--- src/rtl/alu_pkg.sv ---
// Shared ALU control code map, FSM state type and code classification helpers.
// The SHIFT state exists only when ALU_BARREL_SHIFT_EN is undefined.
package alu_pkg;

  typedef enum logic [3:0] {
    OP_AND  = 4'b0000,
    OP_OR   = 4'b0001,
    OP_ADD  = 4'b0010,
    OP_SUB  = 4'b0011,
    OP_SLT  = 4'b0110,
    OP_SLTU = 4'b0111,
    OP_SLL  = 4'b1000,
    OP_SRL  = 4'b1001,
    OP_SRA  = 4'b1010,
    OP_XOR  = 4'b1100,
    OP_NOR  = 4'b1101,
    OP_LUI  = 4'b1110
  } alu_op_e;

`ifdef ALU_BARREL_SHIFT_EN
  typedef enum logic [1:0] {
    ST_IDLE = 2'd0,
    ST_DONE = 2'd2
  } alu_state_e;
`else
  typedef enum logic [1:0] {
    ST_IDLE  = 2'd0,
    ST_SHIFT = 2'd1,
    ST_DONE  = 2'd2
  } alu_state_e;
`endif

  function automatic logic is_legal(input logic [3:0] code);
    case (code)
      4'b0100, 4'b0101, 4'b1011, 4'b1111: return 1'b0;
      default:                            return 1'b1;
    endcase
  endfunction

  function automatic logic is_shift(input logic [3:0] code);
    return (code == OP_SLL) || (code == OP_SRL) || (code == OP_SRA);
  endfunction

endpackage

--- src/rtl/alu_exec_shifter.sv ---
// Shift unit: full barrel shifter when ALU_BARREL_SHIFT_EN is defined,
// otherwise a single 1-bit step applied once per SHIFT cycle by alu_exec.
module alu_shifter
  import alu_pkg::*;
#(
  parameter int WIDTH = 32
`ifdef ALU_BARREL_SHIFT_EN
  , parameter int SHAMT_W = $clog2(WIDTH)
`endif
) (
  input  logic [3:0]         i_ctl,
  input  logic [WIDTH-1:0]   i_data,
`ifdef ALU_BARREL_SHIFT_EN
  input  logic [SHAMT_W-1:0] i_shamt,
`endif
  output logic [WIDTH-1:0]   o_data
);

  always_comb begin
    o_data = i_data;
    case (i_ctl)
`ifdef ALU_BARREL_SHIFT_EN
      OP_SLL:  o_data = i_data << i_shamt;
      OP_SRL:  o_data = i_data >> i_shamt;
      OP_SRA:  o_data = $signed(i_data) >>> i_shamt;
`else
      OP_SLL:  o_data = {i_data[WIDTH-2:0], 1'b0};
      OP_SRL:  o_data = {1'b0, i_data[WIDTH-1:1]};
      OP_SRA:  o_data = {i_data[WIDTH-1], i_data[WIDTH-1:1]};
`endif
      default: o_data = i_data;
    endcase
  end

endmodule

--- src/rtl/alu_exec.sv ---
// Handshaked ALU execution unit with registered result and flags.
// ALU_BARREL_SHIFT_EN selects single-cycle shifts; otherwise shifts iterate 1 bit/cycle.
module alu_exec
  import alu_pkg::*;
#(
  parameter int WIDTH   = 32,
  parameter int SHAMT_W = $clog2(WIDTH)
) (
  input  logic               clk,
  input  logic               rst_n,
  input  logic               in_valid,
  output logic               in_ready,
  input  logic [3:0]         alu_ctl,
  input  logic [WIDTH-1:0]   a,
  input  logic [WIDTH-1:0]   b,
  input  logic [SHAMT_W-1:0] shamt,
  output logic               out_valid,
  input  logic               out_ready,
  output logic [WIDTH-1:0]   result,
  output logic               zero,
  output logic               overflow,
  output logic               illegal
);

  alu_state_e r_state, w_state_nxt, w_accept_tgt;
  logic [WIDTH-1:0] r_result;
  logic r_zero, r_ovf, r_illegal;
  logic w_accept, w_ovf;
  logic [WIDTH-1:0] w_res, w_sum, w_diff, w_shift_out;
  logic signed [WIDTH-1:0] w_a_s, w_b_s;

  function automatic logic add_ovf(input logic [WIDTH-1:0] x, input logic [WIDTH-1:0] y,
                                   input logic [WIDTH-1:0] s);
    return (x[WIDTH-1] == y[WIDTH-1]) && (s[WIDTH-1] != x[WIDTH-1]);
  endfunction

  function automatic logic sub_ovf(input logic [WIDTH-1:0] x, input logic [WIDTH-1:0] y,
                                   input logic [WIDTH-1:0] d);
    return (x[WIDTH-1] != y[WIDTH-1]) && (d[WIDTH-1] != x[WIDTH-1]);
  endfunction

`ifdef ALU_BARREL_SHIFT_EN
  alu_shifter #(.WIDTH(WIDTH), .SHAMT_W(SHAMT_W)) u_shifter (
    .i_ctl   (alu_ctl),
    .i_data  (b),
    .i_shamt (shamt),
    .o_data  (w_shift_out)
  );
  assign w_accept_tgt = ST_DONE;
`else
  logic [SHAMT_W-1:0] r_cnt;
  logic [3:0]         r_op;

  // The held result doubles as the shift accumulator while in SHIFT.
  alu_shifter #(.WIDTH(WIDTH)) u_shifter (
    .i_ctl  (r_op),
    .i_data (r_result),
    .o_data (w_shift_out)
  );
  assign w_accept_tgt = (is_shift(alu_ctl) && (shamt != '0)) ? ST_SHIFT : ST_DONE;
`endif

  assign w_a_s  = a;
  assign w_b_s  = b;
  assign w_sum  = a + b;
  assign w_diff = a - b;

  always_comb begin
    w_res = '0;
    w_ovf = 1'b0;
    case (alu_ctl)
      OP_AND:  w_res = a & b;
      OP_OR:   w_res = a | b;
      OP_ADD:  begin w_res = w_sum;  w_ovf = add_ovf(a, b, w_sum);  end
      OP_SUB:  begin w_res = w_diff; w_ovf = sub_ovf(a, b, w_diff); end
      OP_SLT:  w_res = {{(WIDTH-1){1'b0}}, (w_a_s < w_b_s)};
      OP_SLTU: w_res = {{(WIDTH-1){1'b0}}, (a < b)};
`ifdef ALU_BARREL_SHIFT_EN
      OP_SLL, OP_SRL, OP_SRA: w_res = w_shift_out;
`endif
      OP_XOR:  w_res = a ^ b;
      OP_NOR:  w_res = ~(a | b);
      OP_LUI:  w_res = b << (WIDTH / 2);
      default: w_res = '0;
    endcase
  end

  always_comb begin
    w_state_nxt = r_state;
    in_ready    = 1'b0;
    out_valid   = 1'b0;
    case (r_state)
      ST_IDLE: begin
        in_ready = 1'b1;
        if (in_valid) w_state_nxt = w_accept_tgt;
      end
      ST_DONE: begin
        in_ready  = out_ready;
        out_valid = 1'b1;
        if (out_ready) w_state_nxt = in_valid ? w_accept_tgt : ST_IDLE;
      end
`ifndef ALU_BARREL_SHIFT_EN
      ST_SHIFT: begin
        if (r_cnt == SHAMT_W'(1)) w_state_nxt = ST_DONE;
      end
`endif
      default: w_state_nxt = ST_IDLE;
    endcase
  end

  assign w_accept = in_valid && in_ready;

  always_ff @(posedge clk or negedge rst_n) begin
    if (!rst_n) r_state <= ST_IDLE;
    else        r_state <= w_state_nxt;
  end

  // Result/flag capture on accept; iterative shifts then step the held value.
  always_ff @(posedge clk or negedge rst_n) begin
    if (!rst_n) begin
      r_result  <= '0;
      r_zero    <= 1'b0;
      r_ovf     <= 1'b0;
      r_illegal <= 1'b0;
`ifndef ALU_BARREL_SHIFT_EN
      r_cnt     <= '0;
      r_op      <= '0;
`endif
    end else if (w_accept) begin
`ifndef ALU_BARREL_SHIFT_EN
      if (is_shift(alu_ctl)) begin
        r_result  <= b;
        r_zero    <= (b == '0);
        r_ovf     <= 1'b0;
        r_illegal <= 1'b0;
        r_cnt     <= shamt;
        r_op      <= alu_ctl;
      end else begin
        r_result  <= w_res;
        r_zero    <= (w_res == '0);
        r_ovf     <= w_ovf;
        r_illegal <= !is_legal(alu_ctl);
      end
`else
      r_result  <= w_res;
      r_zero    <= (w_res == '0);
      r_ovf     <= w_ovf;
      r_illegal <= !is_legal(alu_ctl);
`endif
    end
`ifndef ALU_BARREL_SHIFT_EN
    else if (r_state == ST_SHIFT) begin
      r_result <= w_shift_out;
      r_zero   <= (w_shift_out == '0);
      r_cnt    <= r_cnt - SHAMT_W'(1);
    end
`endif
  end

  assign result   = r_result;
  assign zero     = r_zero;
  assign overflow = r_ovf;
  assign illegal  = r_illegal;

endmodule
--- config.mk ---
export PLATFORM = sky130hd
export DESIGN_NAME = alu_exec
export DESIGN_NICKNAME = d
export VERILOG_FILES = /design/src/rtl/alu_pkg.sv /design/src/rtl/alu_exec_shifter.sv /design/src/rtl/alu_exec.sv
export SDC_FILE = /design/constraint.sdc
export NUM_CORES = 1
export LEC_CHECK = 0
export BUFFER_PORTS_ARGS = -buffer_cell sky130_fd_sc_hd__buf_2
export CAP_MARGIN = 20
export CORE_MARGIN = 10
export CORE_UTILIZATION = 40
export CTS_CLUSTER_SIZE = 16
export DETAILED_ROUTE_END_ITERATION = 12
export SLEW_MARGIN = 20
export SYNTH_ARGS = -nofsm -noshare
export SYNTH_HDL_FRONTEND = slang
export SYNTH_HIERARCHICAL = 1
export SYNTH_SLANG_ARGS = --single-unit
export TNS_END_PERCENT = 50
--- constraint.sdc ---
create_clock -name clk -period 3.2 [get_ports clk]
set_input_delay 0.48 -clock clk [delete_from_list [all_inputs] [get_ports clk]]
set_output_delay 0.48 -clock clk [all_outputs]
set_load 0.05 [all_outputs]
==> out/results.ini, run 1 <==
[run_status]
status = finished with violations
violations = negative setup slack

[synthesis]
synthTopCellsByCount = nand2_1 (140), nor2_1 (122), inv_1 (110)
async_reset_ff_share_pct = 100
ys_seq_area_share_pct = 12.2
synthMostInstantiatedCell = nand2_1
synth_nets = 1524
synth-edff-count = 0
synth_area_leaders = ha_1 (13%), dfrtp_1 (12%), nand2_1 (5.6%)
yosysWarnings = 6
post-synth-top-area-fraction_pct = 13.4
synth.avg_cell_area_um2 = 7.00
synth_area_leader_cell = ha_1
synth_area_um2 = 9410
synth-main-ff-cell = dfrtp_1
synthCells = 1344
ys_ff_latch = 46
synth.distinct_cells = 92

[drt]
final_antenna_net_count = 0
drt_pre_antenna_iters = 8
wl_per_cell_um = 21.6
wl_met3_mm = 3.93
vias = 12981
wirelength_mm = 46.8
routed.top_layer = met4
met2_length_mm = 21.0
drt_iter0_markers = 1900
avgViaCountPerCell = 6.00
drc_errors = 0
wl_met1_mm = 20.2

[clock_tree]
clk_latency_ns = 0.29
cts.htree.levels = 2
clk_pin_slew_ns = 0.07
clockRootBuffer = clkbuf_16
clk_path_buf_depth = 2
cts_tree = done
cts.sinks = 46
cts_made_buffers = 5

[sta]
hold_viol_final = 0
final_max_slew_viol_count = 0
fin_tns_setup_ns = -1.83
slew_headroom_pct = 29.9
fin_crit_ns = 3.97
tightestPinTransition_ns = 1.05
clock.fmax_mhz = 252
timing.final.crit_share_pct = 124
setup_viol = 10
clock-skew-final_ns = 0.00956
worst_hold_slack_ns = 0.178
rsz0062_at_grt = true
finalWorstSetupSlack_ns = -0.770

[critical_path]
critPathMaxStageDelay_ns = 0.53
cp-start-kind = input port
path_buf_inv = 4
end_kind = flip-flop
cp_common_cell = buf_6
crit_fanout = 3
worstPathCellList = buf_8, clkinvlp_4, buf_6, ha_4, buf_6, nor2_4, o311ai_4, a21oi_4, o2111ai_4, a32oi_2, mux2_2, o221ai_2, or4_1, or4b_1, or4_4, o211ai_2
required_ns = 3.42
critical_path_arrival_ns = 4.19
critPathTopFamily = simple AND/OR/NAND/NOR gates
slowest_stage = or4_1
crit_start = b[1]
reg2reg_from = r_state[0]
crit_type = in -> reg

[global_routing]
grt_pass1_wl_mm = 71.2
grt_start_max_net_pins = 63
grt.total_usage_pct = 29.1
antenna_found_initial = 2
grt_pass1_vias = 12386
grt_overflow_total = 0

[layout]
post-route-util_pct = 62.3
drive_gt1_share_pct = 39.9
seqCellArea_um2 = 1150
finalNetCount = 2020
multi_input_area_um2 = 8190
syn2layout_area_growth_pct = 54.4
finalNonFillerCells = 2162
n_fill_cell = 2208
final_area_um2 = 14500

[power]
total_power_mw = 5.68
powerDensity_nw_per_um2 = 391
p_leak_nw = 7.02
peakVddDrop_mv = 0.427

[floorplan]
dieArea_um2 = 30100
ioPinCount = 114
core-area_um2 = 23300
chipWidth_um = 173
rows = 56
die_h_um = 173
start_util_pct = 40.3

[run]
max-cap-violations = 0

[place]
place_ws_ns = -1.29
hpwl_mm = 38.5
place_congestion = 1.06
numPortBuffers = 113
post_dp_cell_area_um2 = 13500
dpl.cell_count = 2142

[min_path]
hp-class = in -> async

==> worst paths after layout <==
| check | to | slack, ns | cells after the start |
|---|---|---|---|
| worst max-delay path | zero | -0.77 | 16 |
| worst min register to register | illegal | 0.48 | 2 |
| worst max register to register | zero | 0.11 | 12 |
| worst min-delay path | result[7] | 0.18 | 1 |
| min in group clk | r_cnt[4] | 0.44 | 3 |
| max in group asynchronous | result[16] | 2.62 | 1 |
==> final cells by class <==
cell class | instances | share of cell area, %
Tap cell | 319 | 2.75
Multi-Input combinational cell | 1094 | 56.4
Sequential cell | 46 | 7.92
Antenna cell | 2 | 0.0344
Timing Repair Buffer | 581 | 29.0
Clock inverter | 3 | 0.164
Inverter | 112 | 2.92
Clock buffer | 5 | 0.861
==> registers in the layout, indices dropped and copies added, names as in the netlist <==
| signal | flops |
|---|---|
| result | 32 |
| r_cnt | 5 |
| r_op | 4 |
| r_state | 2 |
| illegal | 1 |
| overflow | 1 |
| zero | 1 |
==> repair_timing <==
item,in CTS,in global routing
hold buffers,0,0
setup endpoints to repair,17,21
pin swaps,43,47
gates resized for setup,103,60
buffers inserted,7,14
==> where the power goes <==
part	total (mW)	switching [mW]	leakage (nW)	internal (mW)
clock network	0.526	0.234	0.0665	0.292
registers	1.04	0.263	0.542	0.778
logic	4.12	2.42	6.41	1.70
==> cell families after synthesis <==
logic type                 count (synthesis)  share of synthesized area (%)
DFF                                       46                           12.2
adders and majority gates                103                           13.9
and+or+nand+nor                          497                           26.4
AOI/OAI and AO/OA                        466                           35.8
muxes                                     22                           2.41
buffers and inverters                    204                           8.64
xor gates and xnor gates                   6                          0.638
==> per-layer routing <==
| metal | up-vias | global-route usage, % |
|---|---|---|
| met4 | 0 | 9.02 |
| met5 | - | 0 |
| met2 | 684 | 47.2 |
| li1 | 6033 | - |
| met3 | 98 | 3.79 |
| met1 | 6166 | 39.1 |
==> worst register-to-register path, delay by kind of cell, from the launching register on <==
family                 cells  cell delay (ns)
and+or+nand+nor            3             0.81
AOI/OAI and AO/OA          6             1.35
muxes                      1             0.16
DFF                        1             0.38
buffers and inverters      2             0.30
==> placed cells by master, fill, tap and decap left out, types with 11 or more instances in the layout <==
cell type  count
a211oi_1      19
a221oi_1      11
nor3_1        20
and3_1        48
buf_6         16
o31ai_1       14
buf_2        109
inv_1        101
a31oi_1       38
dfrtp_1       46
o211ai_1      20
nor2b_1       15
nand4_1       16
o21ai_0       59
nand2b_1      14
a221o_1       44
nor2_1       114
nand3_1       22
a21o_1        13
a21oi_1       81
nor4_1        26
buf_4        450
mux2i_1       14
nand2_1      138
ha_1          86
(Power assumes the default switching activity.)
==> inputs of run 2 (changes only) <==
--- a/config.mk
+++ b/config.mk
@@ -11,6 +11,7 @@
 export CORE_UTILIZATION = 40
 export CTS_CLUSTER_SIZE = 16
 export DETAILED_ROUTE_END_ITERATION = 12
+export PLACE_DENSITY = 0.55
 export SLEW_MARGIN = 20
 export SYNTH_ARGS = -nofsm -noshare
 export SYNTH_HDL_FRONTEND = slang
==> run 2 against run 1 <==
The run still ends with negative setup slack left. Clock power is essentially flat. Maximum frequency is essentially flat. Via count shrank 0.62%. Flip-flop and latch count is the same. Die area is the same. Power grew 0.68%.
==> out/results.ini, run 2 (synthesis gave the netlist of run 1 again) <==
[clock_tree]
clk_pin_slew_ns = 0.07
clk_latency_ns = 0.29
cts_made_buffers = 5
cts.sinks = 46
clockRootBuffer = clkbuf_16
cts_tree = done
cts.htree.levels = 2
clk_path_buf_depth = 2

[place]
hpwl_mm = 39.5
place_ws_ns = -1.16
place_congestion = 1.03
dpl.cell_count = 2125
numPortBuffers = 113

[layout]
post-route-util_pct = 62.0
finalNetCount = 2008
largest_reg_flops = 32
finalNonFillerCells = 2149
n_fill_cell = 2223
drive_gt1_share_pct = 39.5
final_common_cell = buf_4
mostFrequentLayoutCells = buf_4 (444), nand2_1 (139), nor2_1 (118)
syn2layout_area_growth_pct = 53.6

[sta]
slew_headroom_pct = 25.6
clock-skew-final_ns = 0.00913
tightestPinTransition_ns = 1.11
hold_viol_final = 0
worst_hold_slack_ns = 0.262
fin_crit_ns = 3.97
setup_viol = 10
final_max_slew_viol_count = 0
clock.fmax_mhz = 252
finalWorstSetupSlack_ns = -0.771
timing.final.crit_share_pct = 124
rsz0062_at_grt = true

[floorplan]
rows = 56
chipWidth_um = 173
ioPinCount = 114
dieArea_um2 = 30100
start_util_pct = 40.3
core-area_um2 = 23300
die_h_um = 173

[global_routing]
grt_overflow_total = 0
grt_pass1_wl_mm = 72.5
grt_pass1_vias = 12253
grt.total_usage_pct = 30.0
grt_start_max_net_pins = 63
antenna_found_initial = 1

[critical_path]
crit_fanout = 4
critical_path_arrival_ns = 4.19
path_buf_inv = 5
cp-start-kind = input port
critPathTopFamily = compound AO/OA/AOI/OAI gates
slowest_stage = or4_1
required_ns = 3.42
critPathMaxStageDelay_ns = 0.50
crit_type = in -> reg
cp_common_cell = buf_4
worstPathCellList = buf_12, clkinvlp_4, ha_4, a211oi_4, o31ai_4, o211a_1, or2_1, buf_4, buf_4, mux2i_1, a21oi_1, o311ai_0, nor4_2, buf_4, nand4b_1, or4_1, o211ai_2
end_kind = flip-flop

[run_status]
status = finished with violations
violations = negative setup slack

[drt]
wirelength_mm = 48.6
drt_pre_antenna_iters = 6
avgViaCountPerCell = 6.00
wl_per_cell_um = 22.6
final_antenna_net_count = 0
drt_iter0_markers = 1684
drc_errors = 0
vias = 12901

[power]
p_leak_nw = 6.96
total_power_mw = 5.72
powerDensity_nw_per_um2 = 396
peakVddDrop_mv = 0.416

[run]
max-cap-violations = 0

[min_path]
hp-class = in -> async

[run 2: changes by cell type in the layout (fill, tap and decap cells not counted), moves of 4 or more]
cell and change:
buf_4 -6, ha_4 +6, buf_6 -5, ha_1 -4
inv_2 -4, nor2_1 +4, nor2_2 -4
[run 2: area by class of cell]
| type | instances | area, um^2 | share of cell area [%] |
|---|---|---|---|
| diodes | 1 | 2.50 | 0.0173 |
| clock buffers | 5 | 125 | 0.865 |
| clock inverters | 3 | 21.3 | 0.147 |
| inverters | 112 | 430 | 2.98 |
| multi-input cells | 1094 | 8250 | 57.0 |
| flip-flops and latches | 46 | 1150 | 7.96 |
| well taps | 319 | 399 | 2.76 |
| repair buffers | 569 | 4090 | 28.3 |
[run 2: repair_timing]
| action | in CTS | in global routing |
|---|---|---|
| resized for setup | 65 | 93 |
| setup endpoints to repair | 19 | 22 |
| pin swaps | 34 | 37 |
| endpoints found under the hold margin | 0 | 0 |
| setup buffers | 7 | 15 |
| hold buffers | 0 | 0 |
[run 2: metal layers]
layer  GRT usage [%]  vias to the layer above  wire length [um]
met1            40.7                     6064             21000
met4            9.67                        0              1850
li1                -                     6011                 -
met5               0                        -                 0
met3            4.81                      119              4350
met2            47.4                      707             21400
[run 2: power by group]
| part | internal [mW] | leakage (nW) | total [mW] | switching [mW] |
|---|---|---|---|---|
| Sequential | 0.778 | 0.542 | 1.05 | 0.271 |
| Clock | 0.290 | 0.0698 | 0.528 | 0.239 |
| Combinational | 1.69 | 6.35 | 4.14 | 2.45 |
| Total | 2.76 | 6.96 | 5.72 | 2.96 |
[run 2: worst paths after layout]
path	slack [ns]	end	startpoint	cells after the start
min reg2reg	0.50	r_op[3]	r_op[3]	1
max reg2reg	0.25	zero	r_state[0]	11
min in group clk	0.45	r_cnt[4]	shamt[4]	3
min	0.26	result[9]	rst_n	1
max	-0.77	zero	b[1]	17
max in group asynchronous	2.24	result[21]	rst_n	2
[run 2: stage by stage]
stage	setup TNS, ns	cell area [um^2]
after CTS	-2.01	13900
after global routing	-3.21	14500
after floorplan	-0.636	9430
final	-2.04	14500
after global placement	-10.39	13400
after detailed placement	-11.46	13400
